==> config.mk <==
export PLATFORM = sky130hd
export DESIGN_NAME = obi_rsp_filter
export DESIGN_NICKNAME = d
export VERILOG_FILES = /design/src/rtl/obi_rsp_filter.sv
export SDC_FILE = /design/constraint.sdc
export NUM_CORES = 1
export LEC_CHECK = 0
export CAP_MARGIN = 10
export CORE_AREA = 2 2 83 85
export CTS_CLUSTER_DIAMETER = 50
export CTS_CLUSTER_SIZE = 12
export DETAILED_ROUTE_END_ITERATION = 7
export DIE_AREA = 0 0 85 87
export GPL_TIMING_DRIVEN = 0
export PLACE_DENSITY_LB_ADDON = 0.2
export SLEW_MARGIN = 30
export SYNTH_ARGS = -nofsm -noshare
export SYNTH_HDL_FRONTEND = slang
export SYNTH_SLANG_ARGS = --single-unit
==> constraint.sdc <==
create_clock -name clk_i -period 1.3 [get_ports clk_i]
set_input_delay 0.26 -clock clk_i [delete_from_list [all_inputs] [get_ports clk_i]]
set_output_delay 0.26 -clock clk_i [all_outputs]
set_load 0.005 [all_outputs]
==> src/rtl/obi_rsp_filter.sv <==
// OBI instruction response filter: caps outstanding fetches and discards responses of flushed ones.
// Optional macro OBI_RSP_FILTER_REG_RSP_EN registers the forwarded response (1-cycle response latency).
package obi_rsp_filter_pkg;
  typedef struct packed {
    logic        req;
    logic        we;
    logic [3:0]  be;
    logic [31:0] addr;
    logic [31:0] wdata;
  } obi_req_t;
endpackage

module obi_rsp_filter
  import obi_rsp_filter_pkg::*;
#(
  parameter int unsigned MAX_OUTSTANDING = 2
) (
  input  logic        clk_i,
  input  logic        rst_i,
  input  logic        clear_pipeline,
  input  obi_req_t    core_req_i,
  output logic        core_gnt_o,
  output obi_req_t    bus_req_o,
  input  logic        bus_gnt_i,
  input  logic        bus_rvalid_i,
  input  logic [31:0] bus_rdata_i,
  output logic        core_rvalid_o,
  output logic [31:0] core_rdata_o,
  output logic        err_o
);
  localparam int unsigned CNT_W = $clog2(MAX_OUTSTANDING + 1);
  localparam logic [CNT_W-1:0] MAX_CNT = CNT_W'(MAX_OUTSTANDING);

  logic [CNT_W-1:0] out_cnt_q, out_cnt_d;
  logic [CNT_W-1:0] drop_cnt_q, drop_cnt_d;
  logic             err_q, err_d;
  logic             accept;
  logic             rsp_expected;
  logic             fwd;

  always_comb begin
    bus_req_o     = core_req_i;
    bus_req_o.req = core_req_i.req & ~clear_pipeline & (out_cnt_q < MAX_CNT);
    core_gnt_o    = bus_gnt_i & bus_req_o.req;
    accept        = core_gnt_o;

    // A response with nothing outstanding is a protocol violation and never touches the counters.
    rsp_expected  = bus_rvalid_i & (out_cnt_q != '0);
    fwd           = rsp_expected & (drop_cnt_q == '0) & ~clear_pipeline;

    out_cnt_d     = out_cnt_q + CNT_W'(accept) - CNT_W'(rsp_expected);
    drop_cnt_d    = drop_cnt_q;
    if (clear_pipeline) begin
      drop_cnt_d = out_cnt_q - CNT_W'(rsp_expected);
    end else if (rsp_expected && (drop_cnt_q != '0)) begin
      drop_cnt_d = drop_cnt_q - 1'b1;
    end
    err_d         = err_q | (bus_rvalid_i & (out_cnt_q == '0));
  end

  always_ff @(posedge clk_i or posedge rst_i) begin
    if (rst_i) begin
      out_cnt_q  <= '0;
      drop_cnt_q <= '0;
      err_q      <= 1'b0;
    end else begin
      out_cnt_q  <= out_cnt_d;
      drop_cnt_q <= drop_cnt_d;
      err_q      <= err_d;
    end
  end

  assign err_o = err_q;

`ifdef OBI_RSP_FILTER_REG_RSP_EN
  logic        rvalid_q;
  logic [31:0] rdata_q;

  // The forward decision is frozen here, so a flush during the output cycle cannot cancel it.
  always_ff @(posedge clk_i or posedge rst_i) begin
    if (rst_i) begin
      rvalid_q <= 1'b0;
      rdata_q  <= '0;
    end else begin
      rvalid_q <= fwd;
      rdata_q  <= bus_rdata_i;
    end
  end

  assign core_rvalid_o = rvalid_q;
  assign core_rdata_o  = rdata_q;
`else
  assign core_rvalid_o = fwd;
  assign core_rdata_o  = bus_rdata_i;
`endif
endmodule

# Word level (Yosys, flattened, before mapping)
# Cells that the tools add are included.
# Widths: inputs -> output; s select.
[word_totals]
ff_bits = 5
inputBits = 107
output_inout_bits = 105
elab_cells = 25
[classes]
add_sub_neg = 4
order_cmp = 1
mux = 2
bitwise = 9
n_reduce_logical = 6
[ops]
columns = ["op", "n"]
rows = [
  ["$and 1x1->1", 7],
  ["$reduce_bool 2->1", 3],
  ["$logic_not 2->1", 2],
  ["$mux 2", 2],
  ["$sub 2x1->2", 2],
  ["$add 2x1->2", 1],
  ["$lt 2x2->1 const B", 1],
  ["$sub 2x1->2 const B", 1],
  ["$logic_and 1x1->1", 1],
  ["$not 1->1", 1],
  ["$or 1x1->1", 1],
]

# Logic depth before layout (Yosys ltp)
# Gate-level depths: netlist of run 1.
[logic_depth]
ltp_word = 6
depth_mapped = 5
depth_no_buf = 5

# Worst setup path after synthesis of run 1
# Ideal clock, no wire load.
[synth_path]
path_type = "register to register"
startpoint = "register drop_cnt_q[0]"
endpoint = "register drop_cnt_q[1]"
setup_time_ps = 104
t_arrival_ps = 1208
required_time_ps = 1196
slack_ps = -12
path_stages_with_launch = 5
n_path_buf = 0
synth_period_minus_slack_ps = 1312
cell_sequence = "dfrtp_1 inv_1 ha_1 or4_1 o311ai_1"
[synth_between]
elab_chain_len = 3
elab_cells_between_ends = 6
cone_classes = "add/sub: 1; mux: 2; reduce/logical: 3"
[synth_lines]
columns = ["item", "line", "text"]
rows = [
  ["start: declaration", "35", "logic [CNT_W-1:0] drop_cnt_q, drop_cnt_d;"],
  ["start signal: assignment", "68", "drop_cnt_q <= drop_cnt_d;"],
  ["$sub 2x1->2 / $reduce_bool 2->1 (equally long branches)", "56, 55", ""],
  ["$mux 2 / $logic_and 1x1->1 (equally long branches)", "55", "end else if (rsp_expected && (drop_cnt_q != '0)) begin"],
  ["$mux 2 / $reduce_bool 2->1 (equally long branches)", "n/a", ""],
]
# Several ways; a longest one is shown, not always the timed one. The select of a mux whose other input is x is not followed.
# A chain may end at the register's enable or synchronous reset.

# Worst setup path after layout of run 1
# Same ends and word-level chain as after synthesis.

==> impl_metrics.json, run 1 <==
{
  "path_class": "flop to flop",
  "numCtsBuffers": 3,
  "drive_above_1_share_pct": 48.0,
  "arrival_ns": 1.48,
  "regArea_sq_um": 126,
  "cp-start-kind": "flop",
  "die_x_um": 85,
  "area_delta_synth_final_pct": 122,
  "ant_nets": 0,
  "max_freq_mhz": 737,
  "synth_nets": 244,
  "placementRows": 30,
  "setup_viol": 3,
  "antenna_cells": 0,
  "min_path_type": "input pin to async pin",
  "finalHoldViolCount": 0,
  "ys_seq_elements": 5,
  "synth_warnings": 0,
  "root_buffer": "clkbuf_8",
  "outcome": "finished, violations left",
  "clkSinkCount": 5,
  "ys_types": 21,
  "clockBufferDepth": 2,
  "critPathBufInv": 2,
  "gp_congestion": 0.670,
  "rsz0062_at_grt": "true",
  "syn_inst": 135,
  "die_h_um": 87,
  "p_per_area_mw_per_mm2": 532,
  "final-max-slew-violation-count": 0,
  "crit_chain": "inv_1 > ha_2 > buf_6 > or4_1 > o311ai_2",
  "violations": "setup timing",
  "crit_slowest_cell": "or4_1",
  "grt.overflow.total": 0,
  "fillCellCount": 679,
  "cpLargestDelayFamily": "simple AND/OR/NAND/NOR gates",
  "grt_pass1_wl_um": 4280,
  "coreArea_sq_mm": 0.00657,
  "multiInputGateArea_sq_um": 194,
  "final.setup.worst_slack_ns": -0.0560,
  "finalClockSkew_ns": 0.00792,
  "drtIter0Drc": 10,
  "wl_per_cell_um": 9.39,
  "ir_worst_vdd_v": 0.000404,
  "syn_area_sq_mm": 0.00107,
  "cts_tree": "done",
  "cp_data_required_time_ns": 1.42,
  "htreeDepth": 1,
  "via_count": 1135,
  "port_buffers": 109,
  "drcViolationCount": 0,
  "routed_wl_um": 3140,
  "worstRegToRegCells": 5,
  "die_area_sq_mm": 0.00740,
  "grt_max_degree": 10,
  "power_mw": 1.27,
  "grt_use_total_pct": 7.02,
  "p_leak_nw": 1.11,
  "crit_path_end_kind": "flop",
  "nNetsFinal": 364,
  "critPathMaxStageDelay_ns": 0.51,
  "grt_pass1_vias": 983,
  "critPathMaxFanout": 2,
  "slew_headroom_pct": 85.9,
  "clock_latency_ns": 0.22,
  "ios": 212,
  "start_util_pct": 16.4,
  "syn_area_per_cell_sq_um": 7.96,
  "clk_pin_slew_ns": 0.04,
  "min_period_ns": 1.36,
  "cap_violations": 0,
  "firstDrtPassIters": 2,
  "finalCritPeriodShare_pct": 104,
  "cp.depth": 5,
  "whs_ns": 0.232,
  "antenna_found_initial": 0,
  "vias_per_cell": 3.40,
  "worst_slew_pin_slew_ns": 0.212,
  "seq_area_frac_synth_pct": 11.6
}
sequential cells by signal, summed over array words and instances, names as in the netlist:
name,count
drop_cnt_q,2
err_o,1
out_cnt_q,2
final cells by class:
class / instances / share of cell area [%]
plain buffers: 102 / 32.3
clock buffers: 4 / 1.89
inverters: 4 / 0.631
multi-input cells: 24 / 8.15
flip-flops and latches: 5 / 5.31
well taps: 80 / 4.20
repair buffers: 115 / 47.5
metrics by stage:
step                setup TNS (ns)  cells  util (%)  area (sq um)  setup slack, ns
finish                      -0.164    334      36.2          2380          -0.0560
global route                -0.433    334      36.2          2380           -0.119
CTS                         -0.190    334      36.1          2370          -0.0731
detailed placement           -2.53    324      34.5          2270           -0.652
global placement             -2.42    324      34.5          2270           -0.646
floorplan                        0    135         -          1070         0.000572
cell usage in the layout, fill, tap and decap left out:
master	instances
buf_4	105
clkdlybuf4s50_1	103
buf_6	4
dfrtp_1	4
inv_1	3
clkbuf_8	3
dlygate4sd2_1	3
nor2_1	2
nand2_1	2
o21bai_1	2
o21ai_0	2
nand2b_1	2
buf_2	2
nor2b_1	1
a21oi_1	1
nand4b_1	1
o211ai_1	1
nor3b_4	1
and2_4	1
inv_2	1
xnor2_1	1
o21ai_2	1
nor3b_2	1
or4_1	1
nand3_1	1
o311ai_2	1
ha_1	1
ha_2	1
clkbuf_1	1
dfrtp_2	1
worst register-to-register path, stage by stage (launching register included):
cell and delay (ns):
dfrtp_1 0.33, inv_1 0.05, ha_2 0.17, buf_6 0.11, or4_1 0.51, o311ai_2 0.08
cell families (layout without fill, tap and decap cells):
logic type	count (synthesis)	after routing	share of synthesized area (%)
adder cells (fa/ha/maj)	2	2	2.33
flip-flops	5	5	11.6
buffers and inverters	106	225	73.0
AND/OR/NAND/NOR	13	13	7.10
XOR/XNOR	1	1	0.815
AO/OA/AOI/OAI	8	8	5.12
cell usage after synthesis:
cell | number | area [sq um]
a21oi_1 | 1 | 5.00
and2_1 | 1 | 6.26
buf_4 | 101 | 758
buf_6 | 1 | 11.3
dfrtp_1 | 5 | 125
ha_1 | 2 | 25.0
inv_1 | 4 | 15.0
nand2_1 | 2 | 7.51
nand2b_1 | 2 | 12.5
nand3_1 | 1 | 5.00
nand4b_1 | 1 | 8.76
nor2_1 | 2 | 7.51
nor2b_1 | 1 | 6.26
nor3b_1 | 2 | 15.0
o211ai_1 | 1 | 7.51
o21ai_0 | 2 | 10.0
o21ai_2 | 1 | 8.76
o21bai_1 | 2 | 15.0
o311ai_1 | 1 | 8.76
or4_1 | 1 | 7.51
xnor2_1 | 1 | 8.76
power breakdown:
part | total [mW] | switching [mW] | internal (mW)
combinational | 0.783 | 0.199 | 0.584
clock | 0.287 | 0.0768 | 0.211
sequential | 0.196 | 0.0180 | 0.178
what timing repair did:
action,4_1_cts,5_1_grt
resized for setup,24,2
buffers inserted,6,0
hold buffers,0,0
setup endpoints to repair,7,6
pin swaps,3,2
path summary, 6_finish.rpt:
check	start	endpoint	slack [ns]
max	drop_cnt_q[0]	drop_cnt_q[1]	-0.06
min	rst_i	err_o	0.23
max reg2reg	drop_cnt_q[0]	drop_cnt_q[1]	-0.06
min reg2reg	err_o	err_o	0.47
max in group asynchronous	rst_i	out_cnt_q[1]	0.87
min in group clk_i	clear_pipeline	drop_cnt_q[1]	0.32
routing by layer:
| layer | GRT usage [%] | vias to the layer above | wire, um |
|---|---|---|---|
| li1 | - | 556 | - |
| met1 | 6.43 | 464 | 852 |
| met2 | 13.9 | 113 | 1730 |
| met3 | 2.94 | 2 | 534 |
| met4 | 2.16 | 0 | 18 |
| met5 | 0 | - | 0 |
No activity file was read; power rests on OpenSTA's default activity.
==> inputs of run 2 (changes only) <==
--- a/config.mk
+++ b/config.mk
@@ -6,11 +6,12 @@
 export NUM_CORES = 1
 export LEC_CHECK = 0
 export CAP_MARGIN = 10
-export CORE_AREA = 2 2 83 85
+export CELL_PAD_IN_SITES_DETAIL_PLACEMENT = 1
+export CELL_PAD_IN_SITES_GLOBAL_PLACEMENT = 2
+export CORE_UTILIZATION = 10
 export CTS_CLUSTER_DIAMETER = 50
 export CTS_CLUSTER_SIZE = 12
 export DETAILED_ROUTE_END_ITERATION = 7
-export DIE_AREA = 0 0 85 87
 export GPL_TIMING_DRIVEN = 0
 export PLACE_DENSITY_LB_ADDON = 0.2
 export SLEW_MARGIN = 30
==> run 2 against run 1 <==
Against the previous run:
- the run still ends with setup timing left
- die area rose by 51%
- maximum frequency down 1.2%
- via count rose by 7.6%
- setup slack worse by 0.016 ns
- sequential power is essentially flat
- largest power group unchanged
- critical endpoint is now core_rvalid_o
- hold slack gained 0.0086 ns
- critical path type is now flop to output pin
- sequential share of layout area shrank 0.15 points
==> impl_metrics.json, run 2 (synthesis gave the netlist of run 1 again) <==
{
  "outcome": "finished, violations left",
  "violations": "setup timing",
  "critPathMaxStageDelay_ns": 0.42,
  "numCtsBuffers": 3,
  "antenna_found_initial": 0,
  "slew_headroom_pct": 82.9,
  "hold_buffers": 0,
  "fillCellCount": 1242,
  "grt_pass1_wl_um": 4950,
  "port_buffers": 109,
  "clk_pin_slew_ns": 0.04,
  "p_per_area_mw_per_mm2": 538,
  "routedLengthMet1_um": 1050,
  "crit_path_end_kind": "output pin",
  "drive_above_1_share_pct": 48.6,
  "dpl_cell_area_sq_mm": 0.00234,
  "grt_use_total_pct": 5.39,
  "worst_slew_pin_slew_ns": 0.256,
  "internal-power_mw": 1.01,
  "dp_hpwl_um": 3080,
  "p_leak_nw": 1.12,
  "wl_met3_um": 557,
  "ir_worst_vdd_v": 0.000170,
  "switching_share_pct": 24.4,
  "cp-start-kind": "flop",
  "min_period_ns": 1.37,
  "grt_pass1_vias": 1144,
  "whs_ns": 0.241,
  "finalCoreUtilization_pct": 23.9,
  "root_buffer": "clkbuf_8",
  "coreArea_sq_mm": 0.0104,
  "firstDrtPassIters": 2,
  "nNetsFinal": 365,
  "final_cell_mix": "buf_4 (105), clkdlybuf4s50_1 (103), buf_6 (5)",
  "p_switching_mw": 0.325,
  "ant_nets": 0,
  "clockPowerShare_pct": 22.1,
  "pwr-share-comb_pct": 62.9,
  "max_freq_mhz": 729,
  "drcViolationCount": 0,
  "multiInputGateArea_sq_um": 204,
  "die_h_um": 106,
  "arrival_ns": 1.11,
  "clock_latency_ns": 0.22,
  "cts_tree": "done",
  "final-max-slew-violation-count": 0,
  "grt_max_degree": 10,
  "wl_per_cell_um": 8.93,
  "critPathMaxFanout": 3,
  "clkSinkCount": 5,
  "p_seq_share_pct": 15.0,
  "crit_slowest_cell": "dfrtp_2",
  "htreeDepth": 1,
  "die_area_sq_mm": 0.0112,
  "placementRows": 37,
  "met2_length_um": 1850,
  "worstRegToRegCells": 5,
  "finalHoldViolCount": 0,
  "final.setup.worst_slack_ns": -0.0721,
  "via_count": 1221,
  "vias_per_cell": 3.12,
  "layout_commonest_cell": "buf_4",
  "post-place-ws_ns": -0.711,
  "start_util_pct": 10.4,
  "finalCritPeriodShare_pct": 106,
  "dp.cells": 380,
  "antenna_cells": 0,
  "finalClockSkew_ns": 0.000430,
  "gp_congestion": 0.580,
  "min_path_type": "input pin to async pin",
  "setup_viol": 3,
  "grt.overflow.total": 0,
  "regArea_sq_um": 128,
  "cp_data_required_time_ns": 1.04,
  "ios": 212,
  "final_area_sq_mm": 0.00247,
  "top_layer_used": "met4",
  "rsz0062_at_grt": "true",
  "area_delta_synth_final_pct": 130,
  "finalNonFillerCells": 391,
  "clockBufferDepth": 2,
  "die_x_um": 106,
  "drtIter0Drc": 15,
  "routed_wl_um": 3490,
  "cap_violations": 0,
  "crit_chain": "buf_6 > o21ai_4 > nor3b_4 > buf_2",
  "path_class": "flop to output pin"
}
-- run 2: cell types whose count changed in the layout (fill, tap and decap cells not counted), sizes merged --
cell and delta:
buf +1
-- run 2: power groups by stage --
stage	sequential [mW]	clock (mW)	combinational, mW
after global routing	0.202	0.319	0.911
after CTS	0.201	0.307	0.814
after floorplan	0.194	0	0.344
final	0.199	0.294	0.838
after global placement	0.200	0	0.711
after detailed placement	0.202	0	0.716
-- run 2: worst max-delay path, delay by kind of cell, from the launching register on --
kind            cells  cell delay, ns
flops               1            0.42
compound gates      1            0.15
simple gates        1            0.05
buf+inv             2            0.26
-- run 2: timing repair --
| action | CTS | global route |
|---|---|---|
| pin swaps | 4 | 3 |
| endpoints found under the setup margin | 7 | 5 |
| resized for setup | 28 | 3 |
| setup buffers | 6 | 1 |
| endpoints found under the hold margin | 0 | 0 |
-- run 2: per-stage QoR --
stage	setup TNS, ns	power [mW]
6_report	-0.171	1.33
5_1_grt	-0.328	1.43
4_1_cts	-0.211	1.32
3_5_place_dp	-2.70	0.917
3_3_place_gp	-2.60	0.910
2_1_floorplan	0	0.538
-- run 2: final timing paths --
path                           startpoint       endpoint  slack (ns)
setup / recovery             out_cnt_q[1]  core_rvalid_o       -0.07
hold / removal                      rst_i  drop_cnt_q[0]        0.24
setup reg to reg            drop_cnt_q[0]  drop_cnt_q[1]       -0.05
hold reg to reg                     err_o          err_o        0.47
max in group asynchronous           rst_i   out_cnt_q[1]        0.87
min in group clk_i         clear_pipeline  drop_cnt_q[1]        0.32
-- run 2: final cells by class --
type	count	area share [%]
Sequential cell	5	5.16
Multi-Input combinational cell	24	8.24
Timing Repair Buffer	116	46.2
Tap cell	136	6.88
Clock buffer	4	1.82
Buffer	102	31.1
Inverter	4	0.607
-- run 2: metal layers --
layer | global-route usage, % | vias up
li1 | - | 558
met1 | 5.01 | 542
met2 | 10.5 | 118
met3 | 2.41 | 3
met4 | 1.49 | 0
met5 | 0 | -
